[src/rtl/speaker_pcm_pkg.sv]
// Shared constants and types for the PC speaker to PCM converter.
// The DC-blocked build (SPEAKER_PCM_DCBLOCK_EN) also uses sat_h below.
package speaker_pcm_pkg;

  localparam int SAMPLE_RATE = 48000;
  localparam int FILT_W      = 24;
  localparam int SAMPLE_W    = 16;
  localparam int RATE_W      = 28;

  // Amplitude per volume code: mute, quarter, half, full scale.
  localparam logic [3:0][14:0] VOL_LVL = {15'd32767, 15'd16383, 15'd8191, 15'd0};

  typedef logic signed [SAMPLE_W-1:0] pcm_sample_t;

  // Clamp a widened DC-blocker sum back into the FILT_W-bit state range.
  function automatic logic signed [FILT_W-1:0] sat_h(input logic signed [FILT_W+1:0] v);
    if (v > 26'sd8388607) begin
      return 24'sh7FFFFF;
    end else if (v < -26'sd8388608) begin
      return 24'sh800000;
    end else begin
      return v[FILT_W-1:0];
    end
  endfunction

endpackage

[src/rtl/speaker_dc_block.sv]
// First-order DC blocker on the decimated sample stream; state advances only on load.
// The returned sample is combinational from the next state so the top can register it directly.
module speaker_dc_block
  import speaker_pcm_pkg::*;
#(
  parameter int DC_SHIFT = 8
) (
  input  logic        clk,
  input  logic        rst_n,
  input  logic        load,
  input  logic [15:0] x,
  output logic [15:0] sample
);

  logic signed [FILT_W-1:0] h_reg;
  logic signed [FILT_W-1:0] h_next;
  logic [15:0]              xp_reg;
  logic signed [16:0]       dx;
  logic signed [FILT_W-1:0] leak;
  logic signed [FILT_W+1:0] dx_ext;
  logic signed [FILT_W+1:0] h_ext;
  logic signed [FILT_W+1:0] leak_ext;
  logic signed [FILT_W+1:0] h_wide;

  always_comb begin
    dx       = $signed({1'b0, x}) - $signed({1'b0, xp_reg});
    leak     = h_reg >>> DC_SHIFT;
    dx_ext   = $signed({dx[16], dx, 8'h00});
    h_ext    = $signed({{2{h_reg[FILT_W-1]}}, h_reg});
    leak_ext = $signed({{2{leak[FILT_W-1]}}, leak});
    h_wide   = dx_ext + h_ext - leak_ext;
    h_next   = sat_h(h_wide);
    // Taking the top 16 bits of the clamped state is the saturated h >>> 8.
    sample   = h_next[FILT_W-1:8];
  end

  always_ff @(posedge clk or negedge rst_n) begin
    if (!rst_n) begin
      h_reg  <= '0;
      xp_reg <= '0;
    end else if (load) begin
      h_reg  <= h_next;
      xp_reg <= x;
    end
  end

endmodule

[src/rtl/speaker_pcm.sv]
// PC speaker square wave -> low-pass -> 48 kHz decimation -> valid/ready PCM output.
// Define SPEAKER_PCM_DCBLOCK_EN to insert the DC blocker in the output stage.
module speaker_pcm
  import speaker_pcm_pkg::*;
#(
  parameter int FILT_SHIFT = 10,
  parameter int DC_SHIFT   = 8
) (
  input  logic        clk,
  input  logic        rst_n,
  input  logic [27:0] clock_rate,
  input  logic        speaker_in,
  input  logic [1:0]  volume,
  output logic [15:0] sample_out,
  output logic        sample_valid,
  input  logic        sample_ready,
  output logic        overrun
);

  if (FILT_SHIFT < 1 || FILT_SHIFT > 20) begin : g_bad_filt_shift
    $error("speaker_pcm: FILT_SHIFT must be in 1..20");
  end
  if (DC_SHIFT < 1 || DC_SHIFT > 20) begin : g_bad_dc_shift
    $error("speaker_pcm: DC_SHIFT must be in 1..20");
  end

  logic [RATE_W-1:0]        clock_rate_reg;
  logic [RATE_W-1:0]        acc_reg;
  logic [RATE_W-1:0]        acc_next;
  logic [RATE_W:0]          acc_sum;
  logic                     tick;
  logic                     speaker_reg;
  logic [14:0]              target;
  logic signed [FILT_W:0]   diff;
  logic signed [FILT_W:0]   step;
  logic signed [FILT_W-1:0] y_reg;
  logic signed [FILT_W-1:0] y_next;
  logic [15:0]              x_reg;
  logic                     load_reg;
  logic [15:0]              new_sample;
  logic [15:0]              sample_reg;
  logic                     valid_reg;
  logic                     overrun_reg;

  // One-pole low-pass on the registered speaker level; volume applies combinationally.
  always_comb begin
    target = speaker_reg ? VOL_LVL[volume] : 15'd0;
    diff   = $signed({2'b00, target, 8'h00}) - $signed({y_reg[FILT_W-1], y_reg});
    step   = diff >>> FILT_SHIFT;
    y_next = FILT_W'($signed({y_reg[FILT_W-1], y_reg}) + step);
  end

  // Fractional clock enable; rates at or below SAMPLE_RATE saturate to one tick per clk.
  always_comb begin
    acc_sum  = {1'b0, acc_reg} + (RATE_W+1)'(SAMPLE_RATE);
    tick     = 1'b0;
    acc_next = acc_sum[RATE_W-1:0];
    if (clock_rate_reg == '0) begin
      acc_next = '0;
    end else if (clock_rate_reg <= RATE_W'(SAMPLE_RATE)) begin
      tick     = 1'b1;
      acc_next = '0;
    end else if (acc_sum >= {1'b0, clock_rate_reg}) begin
      tick     = 1'b1;
      acc_next = RATE_W'(acc_sum - {1'b0, clock_rate_reg});
    end
  end

  always_ff @(posedge clk or negedge rst_n) begin
    if (!rst_n) begin
      clock_rate_reg <= '0;
      acc_reg        <= '0;
      speaker_reg    <= 1'b0;
      y_reg          <= '0;
      x_reg          <= '0;
      load_reg       <= 1'b0;
    end else begin
      clock_rate_reg <= clock_rate;
      acc_reg        <= acc_next;
      speaker_reg    <= speaker_in;
      y_reg          <= y_next;
      load_reg       <= tick;
      if (tick) begin
        x_reg <= y_reg[FILT_W-1:8];
      end
    end
  end

`ifdef SPEAKER_PCM_DCBLOCK_EN
  logic [15:0] dc_sample;

  speaker_dc_block #(
    .DC_SHIFT (DC_SHIFT)
  ) u_dc_block (
    .clk    (clk),
    .rst_n  (rst_n),
    .load   (load_reg),
    .x      (x_reg),
    .sample (dc_sample)
  );

  assign new_sample = dc_sample;
`else
  assign new_sample = x_reg;
`endif

  // A load always wins over a consume; overwriting an unconsumed sample flags overrun.
  always_ff @(posedge clk or negedge rst_n) begin
    if (!rst_n) begin
      sample_reg  <= '0;
      valid_reg   <= 1'b0;
      overrun_reg <= 1'b0;
    end else begin
      overrun_reg <= 1'b0;
      if (load_reg) begin
        sample_reg  <= new_sample;
        valid_reg   <= 1'b1;
        overrun_reg <= valid_reg && !sample_ready;
      end else if (valid_reg && sample_ready) begin
        valid_reg <= 1'b0;
      end
    end
  end

  assign sample_out   = sample_reg;
  assign sample_valid = valid_reg;
  assign overrun      = overrun_reg;

endmodule

[config.mk]
export PLATFORM = sky130hd
export DESIGN_NAME = speaker_pcm
export DESIGN_NICKNAME = d
export VERILOG_FILES = /design/src/rtl/speaker_pcm_pkg.sv /design/src/rtl/speaker_dc_block.sv /design/src/rtl/speaker_pcm.sv
export SDC_FILE = /design/constraint.sdc
export NUM_CORES = 1
export LEC_CHECK = 0
export BUFFER_PORTS_ARGS = -buffer_cell sky130_fd_sc_hd__clkbuf_2
export CORE_MARGIN = 2
export CORE_UTILIZATION = 62
export DETAILED_ROUTE_END_ITERATION = 8
export GPL_ROUTABILITY_DRIVEN = 0
export PLACE_DENSITY_LB_ADDON = 0.25
export SYNTH_ARGS = -nofsm -noshare
export SYNTH_HDL_FRONTEND = slang
export SYNTH_HIERARCHICAL = 1
export SYNTH_SLANG_ARGS = --single-unit
[constraint.sdc]
create_clock -name clk -period 6.2 [get_ports clk]
set_clock_uncertainty 0.1 [all_clocks]
set_input_delay 0.31 -clock clk [delete_from_list [all_inputs] [get_ports clk]]
set_output_delay 0.31 -clock clk [all_outputs]
set_load 0.01 [all_outputs]
==> results of run 1 <==
[logic make-up (layout without fill, tap and decap cells)]
| group | Yosys count | count (layout) | share of synthesized area (%) |
|---|---|---|---|
| simple gates | 237 | 237 | 15.0 |
| mux | 33 | 33 | 5.14 |
| flops | 116 | 116 | 36.9 |
| compound gates | 230 | 230 | 19.4 |
| xor+xnor | 64 | 64 | 7.12 |
| fa+ha+maj | 73 | 73 | 11.8 |
| buf+inv | 93 | 191 | 4.74 |
[critical path, delay by kind of cell (launching register included)]
family	cells	cell delay, ns
fa+ha+maj	2	0.74
simple gates	4	0.53
compound gates	10	3.12
flops	1	0.37
xor+xnor	2	0.31
[stage by stage]
step | utilization [%] | worst slack (ns) | hold slack [ns] | area (sq um) | instances
after floorplan | - | 1.81 | -0.0856 | 7870 | 846
after global placement | 66.2 | 1.20 | 0.275 | 8290 | 1054
after detailed placement | 66.2 | 1.02 | 0.286 | 8290 | 1054
after CTS | 73.2 | 0.994 | 0.0392 | 9160 | 1116
after global routing | 73.2 | 0.509 | 0.0863 | 9160 | 1116
final | 73.2 | 0.955 | 0.0558 | 9160 | 1116
[placed cells by master (no fill, tap or decap), types with 4 or more instances in the layout]
cell,n
xnor2_1,46
nand4_1,7
clkinv_2,5
nand2_1,38
o21ai_0,48
or2_2,4
a31o_2,5
buf_4,6
nor4_1,9
or3_1,4
inv_1,73
clkbuf_16,17
and3_1,14
o21a_1,12
a31oi_1,9
nor2b_1,6
a311oi_1,6
xor2_1,18
a21oi_1,63
nand3_1,45
o21bai_1,7
nand2b_1,12
mux2_2,23
o211ai_1,10
nor3_1,21
a21o_1,18
a211oi_1,10
mux2_4,9
dlygate4sd3_1,30
clkbuf_2,50
dfrtp_1,116
and2_1,9
nor2_1,59
ha_1,71
[path summary, 6_finish.rpt]
| kind | from | end | slack (ns) | cells after the start |
|---|---|---|---|---|
| setup / recovery | speaker_reg | y_reg[20] | 0.95 | 18 |
| hold / removal | sample_ready | sample_valid | 0.06 | 3 |
| setup reg to reg | speaker_reg | y_reg[20] | 0.95 | 18 |
| hold reg to reg | y_reg[0] | y_reg[0] | 0.41 | 1 |
| max in group asynchronous | rst_n | new_sample[12] | 4.36 | 3 |
| min in group asynchronous | rst_n | acc_reg[9] | 0.37 | 2 |
[metal layers]
metal,vias up,share of wire (%),track usage [%]
met3,55,4.1,5.55
met1,3300,40,34.8
met5,-,0,0
li1,3224,-,-
met2,214,53,54.1
met4,0,2.9,15.5
[layout make-up]
cell class	count	area [sq um]	share of cell area [%]
clock buffer	19	433	4.73
inverter	73	274	2.99
tap	172	215	2.35
timing repair buffer	86	596	6.50
clock inverter	13	134	1.46
sequential	116	2900	31.7
multi-input combinational	637	4600	50.3
==> flow_summary_export.csv, run 1 <==
group,metric,value,unit
layout,finalNetCount,1038,
clock_tree,clock_tree.buffer_depth,2,
clock_tree,cts_tree,"built",
worst_setup_path,worst_setup_path_start_kind,"flop",
global_route,gr-total-overflow,0,
sta,max_freq,191,MHz
clock_tree,cts_buffers,17,
logic_synthesis,syn_inst,846,
floorplanning,die_h,117,um
sta,slew_headroom,31.4,%
logic_synthesis,ys.flop_type,"dfrtp_1",
floorplanning,core_area,0.0125,sq mm
logic_synthesis,syn_nets,953,
clock_tree,clock_sinks,116,
layout,fillerInstances,914,
min_path,hold_class,"in -> reg",
layout,diodes,0,
sta,setup_tns,0,ns
clock_tree,clk_pin_slew,0.06,ns
logic_synthesis,synth_edf_count,0,
global_route,track_usage,30.3,%
sta,rsz0062_at_grt,"false",
logic_synthesis,synth_cell_types,68,
sta,period_share,84.6,%
sta,hold_violations,0,
sta,tightestPinTransition,1.03,ns
routing,dr.first_iter.drc_count,405,
clock_tree,htree_num_levels,4,
floorplanning,chipWidth,117,um
routing,vias_per_cell,6.09,
logic_synthesis,ys_async_sr_fraction,100,%
placement,port_buffers,51,
logic_synthesis,synth_area_leader_cell,"dfrtp_1",
worst_setup_path,worstPathCellList,"o21a_1, ha_1, and2_1, o21ai_0, o21ai_0, o211ai_1, nand3_1, o21ai_0, nand2b_1, xor2_1, ha_1, a2111oi_0, nand2b_1, a221o_1, a221oi_1, o21ai_1, o41ai_1, xnor2_1",
worst_setup_path,critPathCaptureType,"flop",
logic_synthesis,syn_area_per_cell,9.30,sq um
sta,finalCriticalPeriod,5.25,ns
floorplanning,dieArea,0.0136,sq mm
layout,drive_gt1_share,14.4,%
worst_setup_path,cp.required,6.46,ns
clock_tree,clk_latency,0.43,ns
logic_synthesis,syn_area,0.00787,sq mm
worst_setup_path,critPathKind,"reg -> reg",
routing,drc,0,
logic_synthesis,synth_area_leaders,"dfrtp_1 37%, ha_1 11%, xnor2_1 5.1%",
floorplanning,ios,52,
sta,setup_viol,0,
global_route,grt_pass1_vias,6836,
clock_tree,hold_buffers,30,
floorplanning,start_util,62.9,%
routing,ant_nets,0,
clock_tree,cts-resized-gates,0,
clock_tree,cts-root-buf,"clkbuf_16",
logic_synthesis,synth_seq_cells,116,
sta,slew_viol_final,0,
routing,wire_per_inst,17.4,um
routing,routed_wl,19500,um
logic_synthesis,netlist_top_cells_count,"116 x dfrtp_1, 73 x inv_1, 71 x ha_1",
logic_synthesis,synth_top_area_share,36.9,%
worst_setup_path,cpMaxStageDelayCell,"o21a_1",
outcome,status,"completed",
worst_setup_path,critPathMaxStageDelay,0.56,ns
placement,hpwl,13800,um
worst_setup_path,cp_max_fo,15,
logic_synthesis,seq_area_frac_synth,36.9,%
global_route,grt_pass1_wl,31800,um
global_route,grt_max_degree,67,
worst_setup_path,crit_top_cell,"o21ai_0",
floorplanning,rows,41,
job,maxCapViolations,0,
logic_synthesis,ys_warn_count,6,
routing,vias,6793,
logic_synthesis,synth_most_common_cell,"dfrtp_1",
global_route,antenna_found_initial,0,
layout,area_growth,16.4,%
worst_setup_path,cp.arrival,5.50,ns
routing,drt_pre_antenna_iters,5,
clock_tree,cts_setup_buffers,0,
Power of run 1 is left out: the tool's default activity adds up to more than one toggle a clock period on the data nets, which glitch-free logic cannot reach.
==> run 2: changes to the inputs <==
Settings changed: CORE_UTILIZATION 62 to 56.
Clock period 6.2 ns to 4.8 ns, I/O delays scaled along.
==> flow_summary_export.csv, run 2 (same netlist as run 1, synthesis figures left out) <==
group,metric,value,unit
global_route,track_usage,25.9,%
worst_setup_path,worstPathCellList,"o21a_1, ha_1, and2_1, o21ai_0, o21ai_2, a31oi_1, nand2b_1, a21oi_1, xnor2_1, ha_1, a211oi_1, o21ai_0, o221ai_1, o2111ai_1, a31o_2, a311oi_1, xor2_1",
clock_tree,cts_buffers,17,
sta,whs,0.357,ns
sta,rsz0062_at_grt,"false",
sta,slew_viol_final,0,
layout,drive_gt1_share,16.6,%
sta,period_share,94.6,%
clock_tree,clk_latency,0.42,ns
worst_setup_path,worst_setup_path_start_kind,"flop",
routing,wire_per_inst,16.3,um
routing,vias_per_cell,5.84,
floorplanning,ios,52,
worst_setup_path,reg2regPathDepth,17,
placement,pre_cts_ws,0.0802,ns
worst_setup_path,critPathMaxStageDelay,0.37,ns
worst_setup_path,critPathKind,"reg -> reg",
routing,vias,6640,
global_route,grt_max_degree,72,
min_path,min_from,"clock_rate[16]",
global_route,gr-total-overflow,0,
floorplanning,rows,43,
layout,multiInputGateArea,0.00464,sq mm
layout,area_growth,18.8,%
floorplanning,start_util,56.9,%
placement,hpwl,13100,um
placement,port_buffers,51,
global_route,antenna_found_initial,0,
min_path,min_path_cells,2,
sta,hold_violations,0,
worst_setup_path,rrSetupSlack,0.26,ns
outcome,status,"completed",
worst_setup_path,r2r_start,"speaker_reg",
sta,finalCriticalPeriod,4.54,ns
worst_setup_path,cp.required,5.05,ns
routing,drc,0,
sta,layout_setup_ws,0.260,ns
floorplanning,chipWidth,123,um
floorplanning,dieArea,0.0150,sq mm
worst_setup_path,cp_max_fo,6,
clock_tree,clk_pin_slew,0.06,ns
routing,ant_nets,0,
clock_tree,cts_tree,"built",
job,maxCapViolations,0,
clock_tree,cts-root-buf,"clkbuf_16",
layout,final_cell_mix,"116 x dfrtp_1, 73 x inv_1, 71 x ha_1",
sta,setup_tns,0,ns
floorplanning,core_area,0.0138,sq mm
routing,dr.first_iter.drc_count,519,
layout,fillerInstances,1090,
routing,drt_pre_antenna_iters,5,
min_path,worstHoldEndpoint,"clock_rate_reg[16]",
floorplanning,die_h,123,um
layout,seqCellArea,0.00290,sq mm
global_route,grt_pass1_wl,30300,um
sta,setup_viol,0,
layout,diodes,0,
placement,placement.cell_area,0.00837,sq mm
worst_setup_path,cpMaxStageDelayCell,"o221ai_1",
worst_setup_path,cp.arrival,4.79,ns
sta,tightestPinTransition,0.907,ns
routing,routed_wl,18600,um
clock_tree,clock_tree.buffer_depth,2,
global_route,grt_pass1_vias,6383,
clock_tree,clock_sinks,116,
sta,max_freq,220,MHz
min_path,hold_class,"in -> reg",
worst_setup_path,r2r_end,"y_reg[23]",
clock_tree,htree_num_levels,4,
layout,final_cell_area,0.00935,sq mm
layout,layout_commonest_cell,"dfrtp_1",
worst_setup_path,critPathCaptureType,"flop",
layout,finalNetCount,1051,
sta,slew_headroom,39.5,%
==> run 2: changes by cell type in the layout (fill, tap and decap cells not counted), sizes merged <==
cell,previous run,this run
clkbuf,69,68
clkinvlp,3,4
dlygate4sd3,30,31
buf,6,18
==> run 2: worst max path at each step <==
stage / start / end / slack (ns)
2_1_floorplan: speaker_reg / y_reg[23] / 0.44
3_3_place_gp: volume[0] / y_reg[20] / 0.05
3_5_place_dp: volume[0] / y_reg[20] / 0.08
4_1_cts: speaker_reg / y_reg[20] / 0.03
5_1_grt: speaker_reg / y_reg[20] / 0.02
6_report: speaker_reg / y_reg[23] / 0.26
==> run 2: routing by layer <==
| layer | up-vias | share of wire [%] | GRT usage (%) |
|---|---|---|---|
| met1 | 3193 | 43 | 32.0 |
| li1 | 3252 | - | - |
| met2 | 148 | 50 | 44.6 |
| met5 | - | 0 | 0 |
| met4 | 0 | 3.2 | 10.3 |
| met3 | 47 | 3.3 | 4.88 |
==> run 2: layout make-up <==
class                           instances  share of cell area (%)
Tap cell                              180                    2.41
Multi-Input combinational cell        637                    49.7
Clock buffer                           18                    4.70
Inverter                               73                    2.93
Timing Repair Buffer                   99                    7.58
Sequential cell                       116                    31.1
Clock inverter                         14                    1.63
==> run 2: per-stage QoR <==
stage          instances  utilization, %
4_1_cts             1134            67.0
2_1_floorplan        846               -
3_5_place_dp        1071            60.5
5_1_grt             1137            67.6
6_report            1137            67.6
3_3_place_gp        1071            60.5
==> run 2: what timing repair did <==
item	4_1_cts	5_1_grt
hold buffers	31	0
buffers inserted	0	3
endpoints found under the setup margin	0	51
hold endpoints to repair	100	0
gates resized for setup	0	11
==> run 2: worst max-delay path, delay by kind of cell, from the launching register on <==
family,cells,cell delay [ns]
compound gates,11,2.79
fa+ha+maj,2,0.62
flops,1,0.36
xor+xnor,2,0.34
simple gates,2,0.23
Power of run 2 is left out for the same reason.
==> run 3: changes to the inputs <==
Settings changed: CELL_PAD_IN_SITES_DETAIL_PLACEMENT set to 1, CELL_PAD_IN_SITES_GLOBAL_PLACEMENT set to 2, CORE_UTILIZATION 56 to 35.
==> flow_summary_export.csv, run 3 (same netlist as run 1, synthesis figures left out) <==
group,metric,value,unit
sta,finalCriticalPeriod,4.53,ns
clock_tree,cts_buffers,17,
clock_tree,htree_num_levels,4,
global_route,grt_pass1_wl,37400,um
worst_setup_path,cp.arrival,4.75,ns
min_path,hold_class,"in -> async",
worst_setup_path,cp.required,5.02,ns
layout,finalNetCount,1058,
floorplanning,core_area,0.0220,sq mm
sta,setup_viol,0,
clock_tree,cts_tree,"built",
floorplanning,start_util,35.8,%
worst_setup_path,cpMaxStageDelayCell,"dfrtp_1",
worst_setup_path,worst_setup_path_start_kind,"flop",
sta,period_share,94.3,%
routing,routed_wl,23100,um
clock_tree,clk_pin_slew,0.06,ns
routing,wire_per_inst,18.6,um
worst_setup_path,critPathMaxStageDelay,0.40,ns
routing,drt_pre_antenna_iters,4,
global_route,grt_pass1_vias,7140,
worst_setup_path,critPathKind,"reg -> reg",
clock_tree,clock_sinks,116,
routing,dr.first_iter.drc_count,299,
layout,final_cell_mix,"116 x dfrtp_1, 73 x inv_1, 71 x ha_1",
routing,vias_per_cell,5.33,
routing,ant_nets,0,
floorplanning,chipWidth,154,um
sta,tightestPinTransition,0.932,ns
floorplanning,ios,52,
sta,whs,0.202,ns
outcome,status,"completed",
global_route,gr-total-overflow,0,
sta,max_freq,221,MHz
clock_tree,cts-root-buf,"clkbuf_16",
placement,placement.cell_area,0.00855,sq mm
clock_tree,clk_latency,0.42,ns
layout,final_cell_area,0.00964,sq mm
worst_setup_path,worstPathCellList,"o31a_1, o41a_1, nor2_4, nor2_1, xor2_1, ha_1, a21o_1, a21o_1, a221o_1, a31o_1, o31ai_4, buf_8, nand2_1, a211oi_1",
layout,drive_gt1_share,17.5,%
routing,drc,0,
worst_setup_path,crit_top_cell,"a21o_1",
layout,diodes,0,
floorplanning,dieArea,0.0237,sq mm
placement,hpwl,16700,um
worst_setup_path,critPathCaptureType,"flop",
layout,layout_commonest_cell,"dfrtp_1",
routing,vias,6631,
floorplanning,die_h,154,um
layout,area_growth,22.5,%
sta,slew_headroom,37.9,%
global_route,antenna_found_initial,0,
sta,hold_violations,0,
sta,slew_viol_final,0,
global_route,track_usage,19.9,%
placement,port_buffers,51,
job,maxCapViolations,0,
clock_tree,clock_tree.buffer_depth,2,
sta,setup_tns,0,ns
floorplanning,rows,54,
global_route,grt_max_degree,61,
layout,fillerInstances,2504,
worst_setup_path,cp_max_fo,24,
## run 3: critical path: cells and delay by family (launching register included)
family	cells	cell delay (ns)
compound gates	8	2.45
simple gates	3	0.58
flops	1	0.40
fa+ha+maj	1	0.37
xor+xnor	1	0.26
buf+inv	1	0.26
## run 3: final timing paths
path / start / end / slack, ns / cells past startpoint
min in group clk: clock_rate[20] / clock_rate_reg[20] / 0.36 / 2
worst max-delay path: acc_reg[8] / acc_reg[0] / 0.27 / 14
worst max register to register: acc_reg[8] / acc_reg[0] / 0.27 / 14
worst min register to register: new_sample[4] / new_sample[4] / 0.41 / 1
max in group asynchronous: rst_n / sample_valid / 3.25 / 3
worst min-delay path: rst_n / acc_reg[11] / 0.20 / 2
## run 3: stage by stage
stage / utilization, % / cells / setup slack, ns
6_report: 43.9 / 1244 / 0.272
4_1_cts: 43.4 / 1242 / 0.0284
3_3_place_gp: 39.0 / 1179 / -0.0899
5_1_grt: 43.9 / 1244 / -0.00806
3_5_place_dp: 39.0 / 1179 / -0.0550
2_1_floorplan: - / 846 / 0.436
## run 3: area by class of cell
cell class / count / area (sq um) / area share [%]
multi-input combinational: 637 / 4670 / 48.4
inverter: 73 / 274 / 2.84
sequential: 116 / 2900 / 30.1
clock inverter: 13 / 220 / 2.29
clock buffer: 19 / 443 / 4.60
timing repair buffer: 106 / 781 / 8.10
tap: 280 / 350 / 3.64
## run 3: layer usage
metal	GRT usage, %	wire [um]
met1	23.9	10200
met2	37.0	12100
met3	3.07	454
met4	5.30	350
met5	0	0
## run 3: what timing repair did
item                                   4_1_cts  5_1_grt
setup endpoints to repair                    1       31
gates resized for setup                      1       19
hold buffers                                31        0
pin swaps                                    0        1
setup buffers                                0        2
endpoints found under the hold margin       58        0
Power of run 3 is left out for the same reason.
